--- config.mk ---
export PLATFORM = sky130hd
export DESIGN_NAME = dram_arbiter_flat
export DESIGN_NICKNAME = d
export VERILOG_FILES = /design/src/rtl/dram_arbiter_pkg.sv /design/src/rtl/dram_arbiter_if.sv /design/src/rtl/dram_arbiter_rr_pick.sv /design/src/rtl/dram_arbiter.sv /design/src/flat_wrapper.sv
export SDC_FILE = /design/constraint.sdc
export NUM_CORES = 1
export LEC_CHECK = 0
export CAP_MARGIN = 40
export CORE_MARGIN = 5
export CORE_UTILIZATION = 32
export DETAILED_ROUTE_END_ITERATION = 12
export PLACE_DENSITY = 0.78
export SLEW_MARGIN = 25
export SYNTH_ARGS = -nofsm -noshare
export SYNTH_HDL_FRONTEND = slang
export SYNTH_SLANG_ARGS = --single-unit
--- constraint.sdc ---
create_clock -name CLK -period 2.5 [get_ports CLK]
set_input_delay 0.625 -clock CLK [delete_from_list [all_inputs] [get_ports CLK]]
set_output_delay 0.625 -clock CLK [all_outputs]
set_load 0.03 [all_outputs]
--- src/rtl/dram_arbiter_pkg.sv ---
// dram_arbiter_pkg: shared limits, FSM state encoding and width helper
// for the multi-core DRAM arbiter slice.
package dram_arbiter_pkg;

  localparam int MAX_NCORES = 8;

  typedef enum logic {
    ARB_IDLE = 1'b0,
    ARB_BUSY = 1'b1
  } arb_state_t;

  // Ceiling log2, never below 1 so index registers stay at least 1 bit.
  function automatic int clog2(input int n);
    int r;
    r = 1;
    while ((1 << r) < n) r++;
    return r;
  endfunction

endpackage

--- src/rtl/dram_arbiter_if.sv ---
// dram_arbiter_if: core-side request bus and DRAM-side mux outputs.
// Ports: req/wren/addr/wdata (cores), dacq/rvalid/stats, mem_* (DRAM).
interface dram_arbiter_if #(
  parameter int NCORES = 2,
  parameter int AW     = 8,
  parameter int DW     = 8
);

  logic [NCORES-1:0]    req;
  logic [NCORES-1:0]    wren;
  logic [NCORES*AW-1:0] addr;
  logic [NCORES*DW-1:0] wdata;
  logic [NCORES-1:0]    dacq;
  logic [AW-1:0]        mem_addr;
  logic [DW-1:0]        mem_data;
  logic                 mem_wren;
  logic [NCORES-1:0]    rvalid;
  logic [NCORES*32-1:0] stats;

  modport slave (
    input  req, wren, addr, wdata,
    output dacq, mem_addr, mem_data,
    output mem_wren, rvalid, stats
  );

  modport master (
    output req, wren, addr, wdata,
    input  dacq, mem_addr, mem_data,
    input  mem_wren, rvalid, stats
  );

endinterface

--- src/rtl/dram_arbiter_rr_pick.sv ---
// rr_pick: combinational round-robin selector.
// Ports: i_req vector, i_start index -> o_found, o_idx (first set from start).
module rr_pick
  import dram_arbiter_pkg::*;
#(
  parameter int N = 2,
  parameter int W = clog2(N)
) (
  input  logic [N-1:0] i_req,
  input  logic [W-1:0] i_start,
  output logic         o_found,
  output logic [W-1:0] o_idx
);

  int          w_j;
  logic [W-1:0] w_i;

  // Walk from the far end back toward i_start so the closest hit wins.
  always_comb begin
    o_found = 1'b0;
    o_idx   = '0;
    w_j     = 0;
    w_i     = '0;
    for (int k = N - 1; k >= 0; k--) begin
      w_j = int'(i_start) + k;
      if (w_j >= N) w_j = w_j - N;
      w_i = W'(w_j);
      if (i_req[w_i]) begin
        o_found = 1'b1;
        o_idx   = w_i;
      end
    end
  end

endmodule

--- src/rtl/dram_arbiter.sv ---
// dram_arbiter: round-robin-with-hold owner of one shared DRAM port.
// Ports: CLK, rst (async high), bus (slave: core requests, DRAM mux, stats).
// Optional DRAM_ARB_STATS_EN builds per-core granted-cycle counters.
module dram_arbiter
  import dram_arbiter_pkg::*;
#(
  parameter int NCORES  = 2,
  parameter int AW      = 8,
  parameter int DW      = 8,
  parameter int MAXHOLD = 16
) (
  input logic           CLK,
  input logic           rst,
  dram_arbiter_if.slave bus
);

  localparam int LW = clog2(NCORES);
  localparam int HW = clog2(MAXHOLD + 1);
  localparam logic [HW-1:0] HMAX = HW'(MAXHOLD);
  localparam logic [HW-1:0] HLIM =
    (MAXHOLD == 0) ? '0 : HW'(MAXHOLD - 1);
  localparam logic [LW-1:0] LTOP = LW'(NCORES - 1);

  arb_state_t        r_state;
  logic [LW-1:0]     r_own;
  logic [LW-1:0]     r_last;
  logic [HW-1:0]     r_hold;
  logic [NCORES-1:0] r_dacq;
  logic [NCORES-1:0] r_rvalid;

  logic              w_busy;
  logic              w_oreq;
  logic              w_owren;
  logic              w_preempt;
  logic              w_found;
  logic              w_grant;
  logic [LW-1:0]     w_idx;
  logic [LW-1:0]     w_start;
  logic [NCORES-1:0] w_req;

  assign w_busy  = (r_state == ARB_BUSY);
  assign w_oreq  = bus.req[r_own];
  assign w_owren = bus.wren[r_own];

  // In BUSY r_last == r_own, so one search from r_last+1 serves
  // both the IDLE grant and the handoff; the owner is masked out so
  // a preempted core cannot re-win its own slot.
  assign w_start = (r_last == LTOP) ? '0 : r_last + 1'b1;
  assign w_req   = w_busy ?
    (bus.req & ~(NCORES'(1) << r_own)) : bus.req;

  // hold counts completed owned cycles, so the limit cycle is HLIM.
  assign w_preempt = (MAXHOLD != 0) && (r_hold >= HLIM);
  assign w_grant   = w_found &&
    (!w_busy || !w_oreq || w_preempt);

  rr_pick #(
    .N (NCORES),
    .W (LW)
  ) u_pick (
    .i_req   (w_req),
    .i_start (w_start),
    .o_found (w_found),
    .o_idx   (w_idx)
  );

  always_ff @(posedge CLK or posedge rst) begin
    if (rst) begin
      r_state  <= ARB_IDLE;
      r_own    <= '0;
      r_last   <= LTOP;
      r_hold   <= '0;
      r_dacq   <= '0;
      r_rvalid <= '0;
    end else begin
      r_rvalid <= (w_busy && w_oreq && !w_owren) ?
        (NCORES'(1) << r_own) : '0;
      unique case (r_state)
        ARB_IDLE, ARB_BUSY: begin
          if (w_grant) begin
            r_state <= ARB_BUSY;
            r_own   <= w_idx;
            r_last  <= w_idx;
            r_dacq  <= NCORES'(1) << w_idx;
            r_hold  <= '0;
          end else if (w_busy && w_oreq) begin
            if (r_hold != HMAX) r_hold <= r_hold + 1'b1;
          end else if (w_busy) begin
            r_state <= ARB_IDLE;
            r_dacq  <= '0;
            r_hold  <= '0;
          end
        end
        default: r_state <= ARB_IDLE;
      endcase
    end
  end

  assign bus.dacq     = r_dacq;
  assign bus.rvalid   = r_rvalid;
  assign bus.mem_addr =
    w_busy ? bus.addr[r_own*AW +: AW] : '0;
  assign bus.mem_data =
    w_busy ? bus.wdata[r_own*DW +: DW] : '0;
  assign bus.mem_wren = w_busy & w_oreq & w_owren;

`ifdef DRAM_ARB_STATS_EN
  logic [31:0] r_stats [NCORES];

  always_ff @(posedge CLK or posedge rst) begin
    if (rst) begin
      for (int i = 0; i < NCORES; i++) r_stats[i] <= '0;
    end else begin
      for (int i = 0; i < NCORES; i++)
        if (r_dacq[i]) r_stats[i] <= r_stats[i] + 1'b1;
    end
  end

  for (genvar g = 0; g < NCORES; g++) begin : g_stats
    assign bus.stats[g*32 +: 32] = r_stats[g];
  end
`else
  assign bus.stats = '0;
`endif

endmodule

--- src/flat_wrapper.sv ---
// flat-port wrapper written by rule: the top's interface ports become plain ports
module dram_arbiter_flat import dram_arbiter_pkg::*;
#(
  parameter int NCORES  = 2,
  parameter int AW      = 8,
  parameter int DW      = 8,
  parameter int MAXHOLD = 16
)
  (CLK, rst, bus_req, bus_wren, bus_addr, bus_wdata, bus_dacq, bus_mem_addr, bus_mem_data, bus_mem_wren, bus_rvalid, bus_stats);
  dram_arbiter_if #(.NCORES(NCORES), .AW(AW), .DW(DW)) bus_i ();
  input logic CLK;
  input logic rst;
  input wire logic [$bits(bus_i.req)-1:0] bus_req;
  input wire logic [$bits(bus_i.wren)-1:0] bus_wren;
  input wire logic [$bits(bus_i.addr)-1:0] bus_addr;
  input wire logic [$bits(bus_i.wdata)-1:0] bus_wdata;
  output wire logic [$bits(bus_i.dacq)-1:0] bus_dacq;
  output wire logic [$bits(bus_i.mem_addr)-1:0] bus_mem_addr;
  output wire logic [$bits(bus_i.mem_data)-1:0] bus_mem_data;
  output wire logic [$bits(bus_i.mem_wren)-1:0] bus_mem_wren;
  output wire logic [$bits(bus_i.rvalid)-1:0] bus_rvalid;
  output wire logic [$bits(bus_i.stats)-1:0] bus_stats;
  assign bus_i.req = bus_req;
  assign bus_i.wren = bus_wren;
  assign bus_i.addr = bus_addr;
  assign bus_i.wdata = bus_wdata;
  assign bus_dacq = bus_i.dacq;
  assign bus_mem_addr = bus_i.mem_addr;
  assign bus_mem_data = bus_i.mem_data;
  assign bus_mem_wren = bus_i.mem_wren;
  assign bus_rvalid = bus_i.rvalid;
  assign bus_stats = bus_i.stats;
  dram_arbiter #(.NCORES(NCORES), .AW(AW), .DW(DW), .MAXHOLD(MAXHOLD)) u_core (.CLK(CLK), .rst(rst), .bus(bus_i));
endmodule
==> run_results.csv <==
group,metric,value,unit
outcome,status,"finished clean",
layout,drive_gt1_share,13.0,%
logic_synthesis,async_flop_share,100,%
sta,max_freq,422,MHz
critical_path,worstSetupPathType,"primary input to output pin",
global_routing,grtUsageTotal,9.70,%
route,drt-wirelength-per-cell,11.8,um
sta,slew_viol_final,0,
cts,cts_buffer_depth,2,
placed_design,place.port_buffers,58,
route,via_count,1103,
cts,htree_levels,1,
critical_path,worstPathRequired,1.88,ns
placed_design,gp_congestion,0.806,
critical_path,crit_path_start_kind,"primary input",
sta,setup_violations,0,
sta,finalHoldWorstSlack,0.509,ns
sta,rsz0062_at_grt,"no",
floorplanning,die-area,5960,um^2
route,drt_pass1_iterations,4,
cts,cts_resized,0,
cts,cts_hold_buf,0,
placed_design,postPlaceCellArea,1820,um^2
cts,cts-root-buf,"clkbuf_8",
global_routing,antenna_found_initial,0,
global_routing,gr-total-overflow,0,
logic_synthesis,ys_ff_latch,12,
cts,clk_pin_slew_worst_paths,0.05,ns
logic_synthesis,synth.most_common_cell,"buf_4",
placed_design,place_hpwl,2810,um
pwr,clock_power_share,12.1,%
logic_synthesis,yosysWarnings,0,
route,wl,3330,um
floorplanning,std_cell_rows,24,
route,vias_per_cell,3.91,
floorplanning,ios,123,
layout,diodes,0,
floorplanning,core,4380,um^2
cts,tritoncts,"done",
logic_synthesis,yosysSeqAreaShare,20.8,%
sta,tns,0,ns
critical_path,end_kind,"output pin",
layout,areaGrowthSynthToFinish,29.2,%
cts,clock_latency,0.24,ns
logic_synthesis,synth_top_cells_by_count,"buf_4 (65), mux2i_1 (18), nor2b_1 (16)",
logic_synthesis,synth_edf_count,0,
route,drt-initial-drc-count,39,
layout,finalNetCount,272,
logic_synthesis,postSynthCellCount,170,
logic_synthesis,yosys_most_used_dff,"dfrtp_1",
pwr,combPwrFrac,65.8,%
layout,final_util,42.6,%
critical_path,arrival,1.74,ns
floorplanning,die_h,77.2,um
global_routing,first_global_vias,960,
min_path,holdCritPathClass,"register to register",
pwr,p_leak,0.954,nW
floorplanning,die_w,77.2,um
cts,postCtsSetupRepairBufs,0,
route,drcViolationCount,0,
sta,worst_clock_skew,0.00102,ns
sta,hold_violations,0,
logic_synthesis,yosys.area.top_type,"buf_4",
pwr,seqPwrFrac,22.1,%
layout,fin_area,1870,um^2
pwr,peakVddDrop,0.000328,V
sta,finalCritPeriodShare,94.8,%
logic_synthesis,synth_area_leaders,"buf_4 (34%), dfrtp_1 (19%), mux2i_1 (12%)",
pwr,p_int,0.000766,W
logic_synthesis,ys_types,36,
cts,cts_buffers,3,
job,drv_cap,0,
logic_synthesis,avgSynthCellArea,8.51,um^2
floorplanning,start_util,33.0,%
logic_synthesis,synth_area,1450,um^2
route,postRouteAntennaNets,0,
logic_synthesis,synth.top_cell.area_share,33.7,%
critical_path,crit_path_max_fanout,9,
sta,fin_ws,0.131,ns
placed_design,place_ws,0.116,ns
pwr,sw_frac_of_total,48.4,%
pwr,powerDensity,794,nW/um^2
sta,min_period,2.37,ns
global_routing,grt_max_degree,18,
pwr,power_switching,0.000718,W
global_routing,grt_first_pass_wirelength,4750,um
cts,cts_sinks,12,
==> cell usage in the layout, fill, tap and decap left out, types with 2 or more instances in the layout <==
| master | instances |
|---|---|
| a21boi_0 | 2 |
| a21o_1 | 3 |
| buf_4 | 20 |
| clkbuf_8 | 3 |
| clkdlybuf4s50_1 | 41 |
| conb_1 | 64 |
| dfrtp_1 | 11 |
| ha_1 | 3 |
| inv_1 | 5 |
| mux2i_1 | 18 |
| nand2_1 | 8 |
| nor2_1 | 8 |
| nor2b_1 | 16 |
| o211a_1 | 2 |
| o21ai_0 | 2 |
| or3_1 | 2 |
==> registers in the layout, indices dropped and copies added, names as in the netlist <==
register and count:
u_core.bus.dacq 2, u_core.r_last 1, u_core.bus.rvalid 2, u_core.r_state 1
u_core.r_own 1, u_core.r_hold 5
==> routing by layer <==
| metal | track usage [%] | part of all wire (%) | up-vias |
|---|---|---|---|
| met5 | 0 | 0 | - |
| li1 | - | - | 552 |
| met4 | 4.64 | 1.6 | 0 |
| met1 | 11.3 | 38 | 493 |
| met3 | 2.11 | 9.4 | 4 |
| met2 | 16.7 | 51 | 54 |
==> through the flow <==
stage / instances / power, W
6_report: 282 / 0.00148
5_1_grt: 282 / 0.00158
4_1_cts: 282 / 0.00150
3_5_place_dp: 278 / 0.00131
3_3_place_gp: 278 / 0.00130
2_1_floorplan: 233 / 0.00108
==> path summary, 6_finish.rpt <==
check / slack [ns] / cells past startpoint / end / startpoint
worst max-delay path: 0.13 / 5 / bus_mem_wren / bus_req[0]
worst min-delay path: 0.51 / 1 / u_core.bus.dacq[1]$_DFFE_PP0P_ / u_core.bus.dacq[1]$_DFFE_PP0P_
worst max register to register: 0.49 / 8 / u_core.r_hold[0]$_DFFE_PP0P_ / u_core.r_hold[0]$_DFFE_PP0P_
worst min register to register: 0.51 / 1 / u_core.bus.dacq[1]$_DFFE_PP0P_ / u_core.bus.dacq[1]$_DFFE_PP0P_
max in group asynchronous: 1.45 / 2 / u_core.r_last$_DFFE_PP1N_ / rst
min in group asynchronous: 0.71 / 2 / u_core.r_own$_DFFE_PP0N_ / rst
==> power groups by stage <==
stage | Combinational [W] | Sequential, W | Clock, W
floorplan | 0.000747 | 0.000330 | 0
global placement | 0.000972 | 0.000330 | 0
detailed placement | 0.000979 | 0.000332 | 0
CTS | 0.000983 | 0.000330 | 0.000185
global route | 0.00104 | 0.000340 | 0.000198
finish | 0.000977 | 0.000328 | 0.000180
==> layout make-up <==
class                   instances  area (um^2)
clock buffers                   4         45.0
fillers                       445         2510
inverters                       5         18.8
multi-input cells             147          858
flip-flops and latches         12          302
well taps                      52         65.1
repair buffers                 62          581
==> worst max-delay path, stage by stage <==
cell and delay [ns]:
clkdlybuf4s50_1 0.44, nor2b_4 0.15, o21ai_4 0.27, nor2_1 0.08, buf_4 0.17
==> logic make-up after synthesis <==
group,synth area share [%]
xor gates and xnor gates,0.606
buffers and inverters,36.2
adders and majority gates,2.60
other,0.259
DFF,20.8
AOI/OAI and AO/OA,11.1
and+or+nand+nor,16.0
muxes,12.5
No activity file was read; power rests on OpenSTA's default activity.
